===== config.mk =====
export PLATFORM = sky130hd
export DESIGN_NAME = reg_alu_pipe
export DESIGN_NICKNAME = d
export VERILOG_FILES = /design/src/rtl/reg_alu_pipe.sv
export SDC_FILE = /design/constraint.sdc
export NUM_CORES = 1
export LEC_CHECK = 0
export BUFFER_PORTS_ARGS = -buffer_cell sky130_fd_sc_hd__buf_2
export CAP_MARGIN = 25
export CORE_MARGIN = 3
export CORE_UTILIZATION = 50
export DETAILED_ROUTE_END_ITERATION = 6
export HOLD_SLACK_MARGIN = 0.12
export MAX_ROUTING_LAYER = met4
export PLACE_DENSITY = 0.63
export SYNTH_ARGS = -nofsm -noshare
export SYNTH_HDL_FRONTEND = slang
export SYNTH_SLANG_ARGS = --single-unit
export TNS_END_PERCENT = 100

===== constraint.sdc =====
create_clock -name clk -period 8.13 [get_ports clk]
set_clock_uncertainty 0.1 [all_clocks]
set_input_delay 1.2195 -clock clk [delete_from_list [all_inputs] [get_ports clk]]
set_output_delay 1.2195 -clock clk [all_outputs]
set_load 0.03 [all_outputs]

===== src/rtl/reg_alu_pipe.sv =====
// reg_alu_pipe: register file plus ALU with a one-cycle result path and an
// optional iterative shift-add multiplier.
// Optional feature macro: REG_ALU_MUL_EN (enables opcode 01000 = MUL).
module reg_alu_pipe #(
  parameter int WIDTH  = 16,
  parameter int REG_AW = 4
) (
  input  logic              clk,
  input  logic              reset,
  input  logic              in_valid,
  output logic              in_ready,
  input  logic              write,
  input  logic              IMM_MUX,
  input  logic              mem_sel,
  input  logic [REG_AW-1:0] rSrc,
  input  logic [REG_AW-1:0] rDst,
  input  logic [4:0]        aluOp,
  input  logic [WIDTH-1:0]  imm,
  input  logic [WIDTH-1:0]  mem_data,
  output logic [WIDTH-1:0]  dSrc,
  output logic [WIDTH-1:0]  dDst,
  output logic [WIDTH-1:0]  result,
  output logic              out_valid,
  output logic [4:0]        psrOut
);

  localparam int NREG = 1 << REG_AW;

  localparam logic [4:0] OP_ADD = 5'b00000;
  localparam logic [4:0] OP_SUB = 5'b00001;
  localparam logic [4:0] OP_CMP = 5'b00010;
  localparam logic [4:0] OP_AND = 5'b00011;
  localparam logic [4:0] OP_OR  = 5'b00100;
  localparam logic [4:0] OP_XOR = 5'b00101;
  localparam logic [4:0] OP_MOV = 5'b00110;
  localparam logic [4:0] OP_LSH = 5'b00111;
`ifdef REG_ALU_MUL_EN
  localparam logic [4:0] OP_MUL = 5'b01000;
  localparam int         CNT_W  = $clog2(WIDTH);
`endif

  // Flag bit positions inside the PSR
  localparam int FLAG_C = 0;
  localparam int FLAG_L = 1;
  localparam int FLAG_F = 2;
  localparam int FLAG_Z = 3;
  localparam int FLAG_N = 4;

  // Signed overflow of a+b: operands agree in sign, result does not
  function automatic logic add_ovf(input logic [WIDTH-1:0] a, input logic [WIDTH-1:0] b,
                                   input logic [WIDTH-1:0] r);
    return (a[WIDTH-1] == b[WIDTH-1]) && (r[WIDTH-1] != a[WIDTH-1]);
  endfunction

  // Signed overflow of a-b: operands differ in sign, result sign flips from a
  function automatic logic sub_ovf(input logic [WIDTH-1:0] a, input logic [WIDTH-1:0] b,
                                   input logic [WIDTH-1:0] r);
    return (a[WIDTH-1] != b[WIDTH-1]) && (r[WIDTH-1] != a[WIDTH-1]);
  endfunction

  logic [WIDTH-1:0] rf_q [NREG];
  logic [WIDTH-1:0] rf_d [NREG];
  logic [WIDTH-1:0] result_q, result_d;
  logic [4:0]       psr_q, psr_d;
  logic             out_valid_q, out_valid_d;

  logic             busy;
  logic             accept;
  logic [WIDTH-1:0] a_op, b_op;
  logic [WIDTH:0]   sum_ext;
  logic [WIDTH-1:0] diff;
  logic [3:0]       shamt;
  logic [WIDTH-1:0] alu_res;
  logic [4:0]       alu_psr;
  logic             alu_wr;
  logic             upd_zn;
  logic             is_mul;

`ifdef REG_ALU_MUL_EN
  logic                 busy_q, busy_d;
  logic [CNT_W-1:0]     cnt_q, cnt_d;
  logic [2*WIDTH-1:0]   acc_q, acc_d;
  logic [2*WIDTH-1:0]   mcand_q, mcand_d;
  logic [WIDTH-1:0]     mplier_q, mplier_d;
  logic [REG_AW-1:0]    mdst_q, mdst_d;
  logic                 mwr_q, mwr_d;
  logic [2*WIDTH-1:0]   acc_step;

  assign busy = busy_q;
`else
  assign busy = 1'b0;
`endif

  // Operand selection and handshake; register reads are purely combinational
  assign a_op      = rf_q[rDst];
  assign b_op      = IMM_MUX ? imm : rf_q[rSrc];
  assign in_ready  = !busy;
  assign accept    = in_valid && in_ready;
  assign dSrc      = rf_q[rSrc];
  assign dDst      = rf_q[rDst];
  assign result    = result_q;
  assign out_valid = out_valid_q;
  assign psrOut    = psr_q;

  // Single-cycle ALU: result, flag image and writeback enable for this op
  always_comb begin
    sum_ext = {1'b0, a_op} + {1'b0, b_op};
    diff    = a_op - b_op;
    // Negative B shifts right by the magnitude of B
    shamt   = b_op[WIDTH-1] ? 4'(-b_op) : b_op[3:0];
    alu_res = a_op;
    alu_psr = psr_q;
    alu_wr  = write;
    upd_zn  = 1'b0;
    is_mul  = 1'b0;
    if (mem_sel) begin
      alu_res = mem_data;
    end else begin
      case (aluOp)
        OP_ADD: begin
          alu_res         = sum_ext[WIDTH-1:0];
          alu_psr[FLAG_C] = sum_ext[WIDTH];
          alu_psr[FLAG_F] = add_ovf(a_op, b_op, sum_ext[WIDTH-1:0]);
          upd_zn          = 1'b1;
        end
        OP_SUB: begin
          alu_res         = diff;
          alu_psr[FLAG_C] = a_op < b_op;
          alu_psr[FLAG_F] = sub_ovf(a_op, b_op, diff);
          upd_zn          = 1'b1;
        end
        OP_CMP: begin
          alu_res         = diff;
          alu_wr          = 1'b0;
          alu_psr[FLAG_Z] = a_op == b_op;
          alu_psr[FLAG_L] = a_op < b_op;
          alu_psr[FLAG_N] = $signed(a_op) < $signed(b_op);
        end
        OP_AND: begin alu_res = a_op & b_op; upd_zn = 1'b1; end
        OP_OR:  begin alu_res = a_op | b_op; upd_zn = 1'b1; end
        OP_XOR: begin alu_res = a_op ^ b_op; upd_zn = 1'b1; end
        OP_MOV: begin alu_res = b_op;        upd_zn = 1'b1; end
        OP_LSH: begin
          alu_res = b_op[WIDTH-1] ? (a_op >> shamt) : (a_op << shamt);
          upd_zn  = 1'b1;
        end
`ifdef REG_ALU_MUL_EN
        OP_MUL: begin
          is_mul = 1'b1;
          alu_wr = 1'b0;
        end
`endif
        default: ;
      endcase
      if (upd_zn) begin
        alu_psr[FLAG_Z] = alu_res == '0;
        alu_psr[FLAG_N] = alu_res[WIDTH-1];
      end
    end
  end

  // Next state: single-cycle commit, multiplier launch, iteration and completion
  always_comb begin
    rf_d        = rf_q;
    result_d    = result_q;
    psr_d       = psr_q;
    out_valid_d = 1'b0;
`ifdef REG_ALU_MUL_EN
    busy_d   = busy_q;
    cnt_d    = cnt_q;
    acc_d    = acc_q;
    mcand_d  = mcand_q;
    mplier_d = mplier_q;
    mdst_d   = mdst_q;
    mwr_d    = mwr_q;
    acc_step = acc_q + (mplier_q[0] ? mcand_q : '0);
`endif
    if (accept && !is_mul) begin
      result_d    = alu_res;
      psr_d       = alu_psr;
      out_valid_d = 1'b1;
      if (alu_wr) rf_d[rDst] = alu_res;
    end
`ifdef REG_ALU_MUL_EN
    if (accept && is_mul) begin
      busy_d   = 1'b1;
      cnt_d    = '0;
      acc_d    = '0;
      mcand_d  = {{WIDTH{1'b0}}, a_op};
      mplier_d = b_op;
      mdst_d   = rDst;
      mwr_d    = write;
    end
    // One multiplier bit per cycle; the last step commits directly
    if (busy_q) begin
      acc_d    = acc_step;
      mcand_d  = mcand_q << 1;
      mplier_d = mplier_q >> 1;
      cnt_d    = cnt_q + CNT_W'(1);
      if (cnt_q == CNT_W'(WIDTH - 1)) begin
        busy_d          = 1'b0;
        result_d        = acc_step[WIDTH-1:0];
        psr_d[FLAG_C]   = |acc_step[2*WIDTH-1:WIDTH];
        psr_d[FLAG_Z]   = acc_step[WIDTH-1:0] == '0;
        psr_d[FLAG_N]   = acc_step[WIDTH-1];
        out_valid_d     = 1'b1;
        if (mwr_q) rf_d[mdst_q] = acc_step[WIDTH-1:0];
      end
    end
`endif
  end

  // Architectural state with synchronous reset taking priority over everything
  always_ff @(posedge clk) begin
    if (reset) begin
      for (int i = 0; i < NREG; i++) rf_q[i] <= '0;
      result_q    <= '0;
      psr_q       <= '0;
      out_valid_q <= 1'b0;
`ifdef REG_ALU_MUL_EN
      busy_q      <= 1'b0;
      cnt_q       <= '0;
`endif
    end else begin
      rf_q        <= rf_d;
      result_q    <= result_d;
      psr_q       <= psr_d;
      out_valid_q <= out_valid_d;
`ifdef REG_ALU_MUL_EN
      busy_q      <= busy_d;
      cnt_q       <= cnt_d;
`endif
    end
  end

`ifdef REG_ALU_MUL_EN
  // Multiplier datapath registers; only meaningful while busy_q is set
  always_ff @(posedge clk) begin
    acc_q    <= acc_d;
    mcand_q  <= mcand_d;
    mplier_q <= mplier_d;
    mdst_q   <= mdst_d;
    mwr_q    <= mwr_d;
  end
`endif

endmodule


# Word level (Yosys, flattened, before mapping)
# Index checks and enable logic that the tools add are counted.
[op_classes]
n_bitwise = 6
mux = 24
shift = 2
n_addsub = 3
reduce_logical = 13
magnitude_cmp = 5
eq_ne = 12
[op_table]
columns = ["operator", "count"]
rows = [
  ["256-bit bitwise mux", 1],
  ["16-bit two-way mux", 9],
  ["16-bit binary-select mux with 4-bit select", 2],
  ["16-bit one-hot mux with 7 select lines", 1],
  ["16-bit demux with 4-bit select", 1],
  ["16-bit < comparator", 2],
  ["5-bit by 3-bit == test with 1-bit output, second input constant", 4],
  ["16-bit by 16-bit adder with 17-bit output", 1],
  ["16-bit AND", 1],
  ["16-bit == test", 1],
  ["16-bit logical NOT", 1],
  ["16-bit bitwise OR", 1],
  ["16-bit by 4-bit << shifter with 16-bit output", 1],
  ["16-bit by 4-bit right shift with 16-bit output", 1],
  ["16-bit subtractor", 1],
  ["16-bit XOR", 1],
  ["5-bit by 2-bit == test with 1-bit output, second input constant", 2],
  ["5-bit >= comparator, second input constant", 2],
  ["4-bit inverter with 5-bit output", 2],
  ["3-bit AND reduction", 3],
  ["7-bit OR reduction", 1],
  ["5-bit by 1-bit == test with 1-bit output, second input constant", 1],
  ["5-bit logical NOT", 1],
  ["5-bit by 1-bit < comparator with 1-bit output, second input constant", 1],
  ["12 further kinds", 23],
]
[totals]
out_inout_bits = 55
word_cells = 86
inputBits = 51
regBits = 278

# Longest topological paths before layout
[depth]
ltp_word = 13
depth_mapped = 25
depth_no_buf = 19

# Worst setup path before layout
# OpenSTA, ideal clock, no wires.
[synth_path]
path_type = "input port to flip-flop"
start = "input rSrc[0]"
end = "register rf_q[159] (netlist name)"
setup_ps = 138
t_required_ps = 7892
setup_slack_ps = 1816
arrival_time_ps = 6076
n_path_buf = 7
stages = 21
path_cell_list = "buf_6 > buf_12 > buf_12 > buf_2 > buf_2 > mux4_2 > mux4_2 > mux2i_1 > ha_1 > clkbuf_1 > nor4_1 > a2111oi_0 > o41ai_1 > a21oi_1 > o21bai_1 > or2_2 > a21oi_1 > o31a_1 > a21oi_2 > buf_2 > a211oi_1"
[synth_via]
word_cells_on_any_way = 19
classes_between = "3 x add/sub; 2 x shift; 10 x mux; 4 x bitwise"
[synth_lines]
columns = ["item", "line_no", "source"]
rows = [
  ["start, declared", "15", "input logic [REG_AW-1:0] rSrc,"],
  ["4-bit inverter with 5-bit output (*)", "-", ""],
  ["16-bit binary-select mux with 4-bit select (*)", "-", ""],
  ["16-bit two-way mux (*) (2 in series)", "-", ""],
  ["via dSrc[6]", "20", "output logic [WIDTH-1:0] dSrc,"],
  ["16-bit two-way mux (*)", "96", "assign b_op = IMM_MUX ? imm : rf_q[rSrc];"],
  ["16-bit subtractor or 16-bit by 16-bit adder with 17-bit output (tied branches)", "108, 107", ""],
  ["16-bit one-hot mux with 7 select lines (*)", "119", "case (aluOp)"],
  ["16-bit two-way mux (*) (2 in series)", "116", "if (mem_sel) begin"],
  ["256-bit bitwise mux (*)", "182", "if (alu_wr) rf_d[rDst] = alu_res;"],
  ["end signal, assigned", "225", "rf_q <= rf_d;"],
  ["end, declared", "61", "logic [WIDTH-1:0] rf_q [NREG];"],
]
# The timed path passes the listed nets; every way through them passes the cells marked *. The select of a mux whose other input is x is not followed.
# A chain may end at the register's enable or synchronous reset.

# Final worst setup path
[layout_path]
start = "input rSrc[0]"
end = "register psr_q[3], in the netlist psrOut[3]"
[layout_via]
elab_chain_len = 13
word_cells_on_any_way = 21
classes_between = "3 x add/sub; 1 x eq/ne; 2 x shift; 10 x mux; 4 x bitwise; 1 x reduce/logical"
[layout_lines]
columns = ["item", "line_no", "source"]
rows = [
  ["4-bit inverter with 5-bit output (implied by the code) (*)", "96", ""],
  ["16-bit binary-select mux with 4-bit select (*)", "96", ""],
  ["16-bit two-way mux (implied by the code) (*) (2 in series)", "96", ""],
  ["16-bit two-way mux (*)", "96", ""],
  ["4-bit negator", "110", "shamt = b_op[WIDTH-1] ? 4'(-b_op) : b_op[3:0];"],
  ["4-bit two-way mux", "110", ""],
  ["16-bit by 4-bit << shifter with 16-bit output or 16-bit by 4-bit right shift with 16-bit output (tied branches)", "144", "alu_res = b_op[WIDTH-1] ? (a_op >> shamt) : (a_op << shamt);"],
  ["16-bit two-way mux", "144", ""],
  ["16-bit one-hot mux with 7 select lines", "119", ""],
  ["16-bit two-way mux", "116", ""],
  ["16-bit logical NOT", "156", "alu_psr[FLAG_Z] = alu_res == '0;"],
  ["2-bit two-way mux (*)", "155", "if (upd_zn) begin"],
  ["end signal, assigned", "227", "psr_q <= psr_d;"],
  ["end, declared", "64", "logic [4:0] psr_q, psr_d;"],
]
# Every way passes the cells marked *; elsewhere a longest branch is shown, timed or not. The select of a mux whose other input is x is not followed.

==> results_dict.tcl <==
set metrics [dict create \
    slew_headroom_pct 32.50 \
    drt_wl_total_um 70970 \
    grt_overflow_total 0 \
    synth_seq_cells 278 \
    setup_tns_ns 0 \
    die_height_um 197.5 \
    final_common_cell "nor2_1" \
    post_cts_buffers 0 \
    synthSimpleGateAreaFrac_pct 15.13 \
    worstPathArrival_ns 7.44 \
    diodes 0 \
    max_freq_mhz 141.7 \
    endpoint_kind "flip-flop" \
    drv_slew 0 \
    synthCells 2026 \
    die_w_um 197.5 \
    cts.clk_slew.worst_paths_ns 0.06 \
    grt_pass1_vias 16180 \
    synth_ff_type "dfxtp_1" \
    synth_nets 2129 \
    drt-initial-drc-count 1869 \
    grt_max_degree 98 \
    setup-violations-final 0 \
    async_flop_share_pct 0 \
    post-route-util_pct 56.54 \
    antenna_left 0 \
    vias 17160 \
    status "finished, final reports clean" \
    postCtsResizedCells 0 \
    grt_pass1_wl_um 105300 \
    htreeDepth 2 \
    cts-root-buf "clkbuf_16" \
    cap_violations 0 \
    clock-sinks 278 \
    fp.dieArea_sq_um 39020 \
    area_growth_pct 10.43 \
    tightestPinTransition_ns 1.012 \
    nets 2150 \
    cts_buffer_depth 3 \
    hold_buffers 0 \
    ioPinCount 106 \
    start_util_pct 51.20 \
    hold_path_class "reg2reg" \
    synth_area_sq_um 18350 \
    cts_made_buffers 34 \
    p_int_mw 2.435 \
    placementRows 69 \
    min_period_over_period_pct 86.81 \
    drtPass1Iterations 5 \
    numPortBuffers 104 \
    ys_warn_count 0 \
    p_clk_share_pct 43.1 \
    cp.required_ns 8.51 \
    drc_errors 0 \
    critPathLaunchType "primary input" \
    wl_per_cell_um 28.02 \
    ir_drop_uv 211.1 \
    fp.coreArea_sq_um 35830 \
    synth.avg_cell_area_sq_um 9.055 \
    leakage_nw 7.184 \
    synth_compound_area_share_pct 21.87 \
    hold_viol_final 0 \
    synth_xor_xnor_area_share_pct 0.6070 \
    net-switching-power_mw 1.050 \
    yosysUniqueCellTypes 96 \
    hpwl_um 50260 \
    rsz0062_at_grt "false" \
    synth_edf_count 0 \
    combPwrFrac_pct 16.9 \
    synth_mux_area_share_pct 22.56 \
    drive_above_1_share_pct 20.42 \
    p_seq_share_pct 40.1 \
    synth_fa_ha_area_share_pct 3.628 \
    ys_seq_area_share_pct 30.34 \
    antenna_found_initial 1 \
    cts_tree "yes" \
    min_period_ns 7.058 \
    insertion_delay_ns 0.54 \
    layout_common_cells "283 x nor2_1, 278 x dfxtp_1, 202 x a211oi_1" \
    viasPerCell 6.776 \
    p_sw_share_pct 30.12 \
    cp_max_fo 40 \
    crit_type "in2reg" \
    place_congestion 1.001 \
    synth_top_family_by_area "multiplexers" \
    p_per_area_nw_per_um2 172.0 \
    grt_util_all_layers_pct 36.77 \
]
## final timing paths
check | to | cells past startpoint | startpoint | slack, ns
min reg2reg | rf_q[130] | 2 | rf_q[130] | 0.37
max | psrOut[3] | 16 | rSrc[0] | 1.07
min | rf_q[130] | 2 | rf_q[130] | 0.37
max reg2reg | rf_q[129] | 15 | rf_q[128] | 2.28
## sequential cells by signal, indices dropped and copies added, names as in the netlist
name,count
rf_q,256
result,16
psrOut,5
out_valid,1
## kinds of logic after synthesis
logic type | Yosys count
and+or+nand+nor | 648
DFF | 278
adders and majority gates | 52
other | 1
buffers and inverters | 234
xor gates and xnor gates | 11
AOI/OAI and AO/OA | 566
muxes | 236
## synth_stat cells, types with 4 or more instances
cell type	n	area share [%]
a31oi_1	14	0.48
nor2b_1	14	0.48
o22ai_1	5	0.17
a22o_1	5	0.24
o21bai_1	7	0.29
buf_6	6	0.37
nor4_1	6	0.20
a221oi_1	16	0.76
dfxtp_1	278	30
nand3_1	44	1.2
nand2_1	201	4.1
nand2b_1	10	0.34
o211ai_1	10	0.41
a21oi_2	7	0.33
a22oi_1	14	0.57
mux4_2	135	17
mux4_1	4	0.57
nor3_1	21	0.57
buf_2	52	1.4
or3_1	6	0.20
o221ai_1	16	0.76
ha_1	50	3.4
and2_1	10	0.34
o21ai_1	4	0.11
and3_1	4	0.14
a311oi_1	4	0.19
o21ai_0	54	1.5
a21oi_1	121	3.3
xnor2_1	7	0.33
buf_1	8	0.16
nor2_1	296	6.1
o31ai_1	6	0.25
clkbuf_1	103	2.1
mux2i_1	88	4.8
inv_1	48	0.98
a21o_1	10	0.41
a211oi_1	202	8.3
mux2_2	8	0.49
a221o_1	9	0.49
buf_4	13	0.53
a21boi_0	5	0.20
nand4_1	11	0.38
## worst max-delay path: stages
cell and delay [ns]:
buf_4 0.54, buf_4 0.38, mux4_2 0.53, mux2i_1 0.15, o21ai_0 0.29, mux2i_1 0.50, ha_1 0.45, a2111oi_0 0.67
a21oi_1 0.25, a221o_1 0.36, a221oi_1 0.70, a21oi_1 0.18, a21o_1 0.27, or4b_1 0.55, nor3_2 0.16, a41o_1 0.17
## layer usage
layer | up-vias | GRT usage [%] | part of all wire (%)
li1 | 7650 | - | -
met1 | 8369 | 47.49 | 40
met2 | 933 | 56.94 | 46
met4 | 0 | 17.93 | 5.9
met5 | - | - | 0
met3 | 212 | 5.560 | 8.5
## per-stage QoR
stage | area, sq um | instances | total power [mW] | hold slack, ns | worst slack, ns
floorplan | 18350 | 2026 | 1.821 | 0.3418 | 1.816
global placement | 19140 | 2472 | 2.002 | 0.3539 | 0.7030
detailed placement | 19140 | 2472 | 1.999 | 0.3586 | 0.6910
CTS | 20260 | 2533 | 3.486 | 0.3662 | 1.247
global route | 20260 | 2533 | 3.588 | 0.3822 | 0.7044
finish | 20260 | 2533 | 3.485 | 0.3666 | 1.072
## final cells by class
class	count	area, sq um
clock inverters	12	121.4
flip-flops and latches	278	5565
clock buffers	49	997.2
fillers	3226	15570
well taps	461	576.8
multi-input cells	1514	11780
inverters	50	190.2
repair buffers	169	1025
## power groups by stage
stage                     combinational (mW)  clock, mW  sequential, mW
after floorplan                        0.389          0            1.43
after global placement                 0.577          0            1.42
after detailed placement               0.574          0            1.43
after CTS                              0.576       1.52            1.40
after global routing                   0.621       1.57            1.40
final                                  0.588       1.50            1.40
Note: power is estimated with default switching activity, not from simulation.
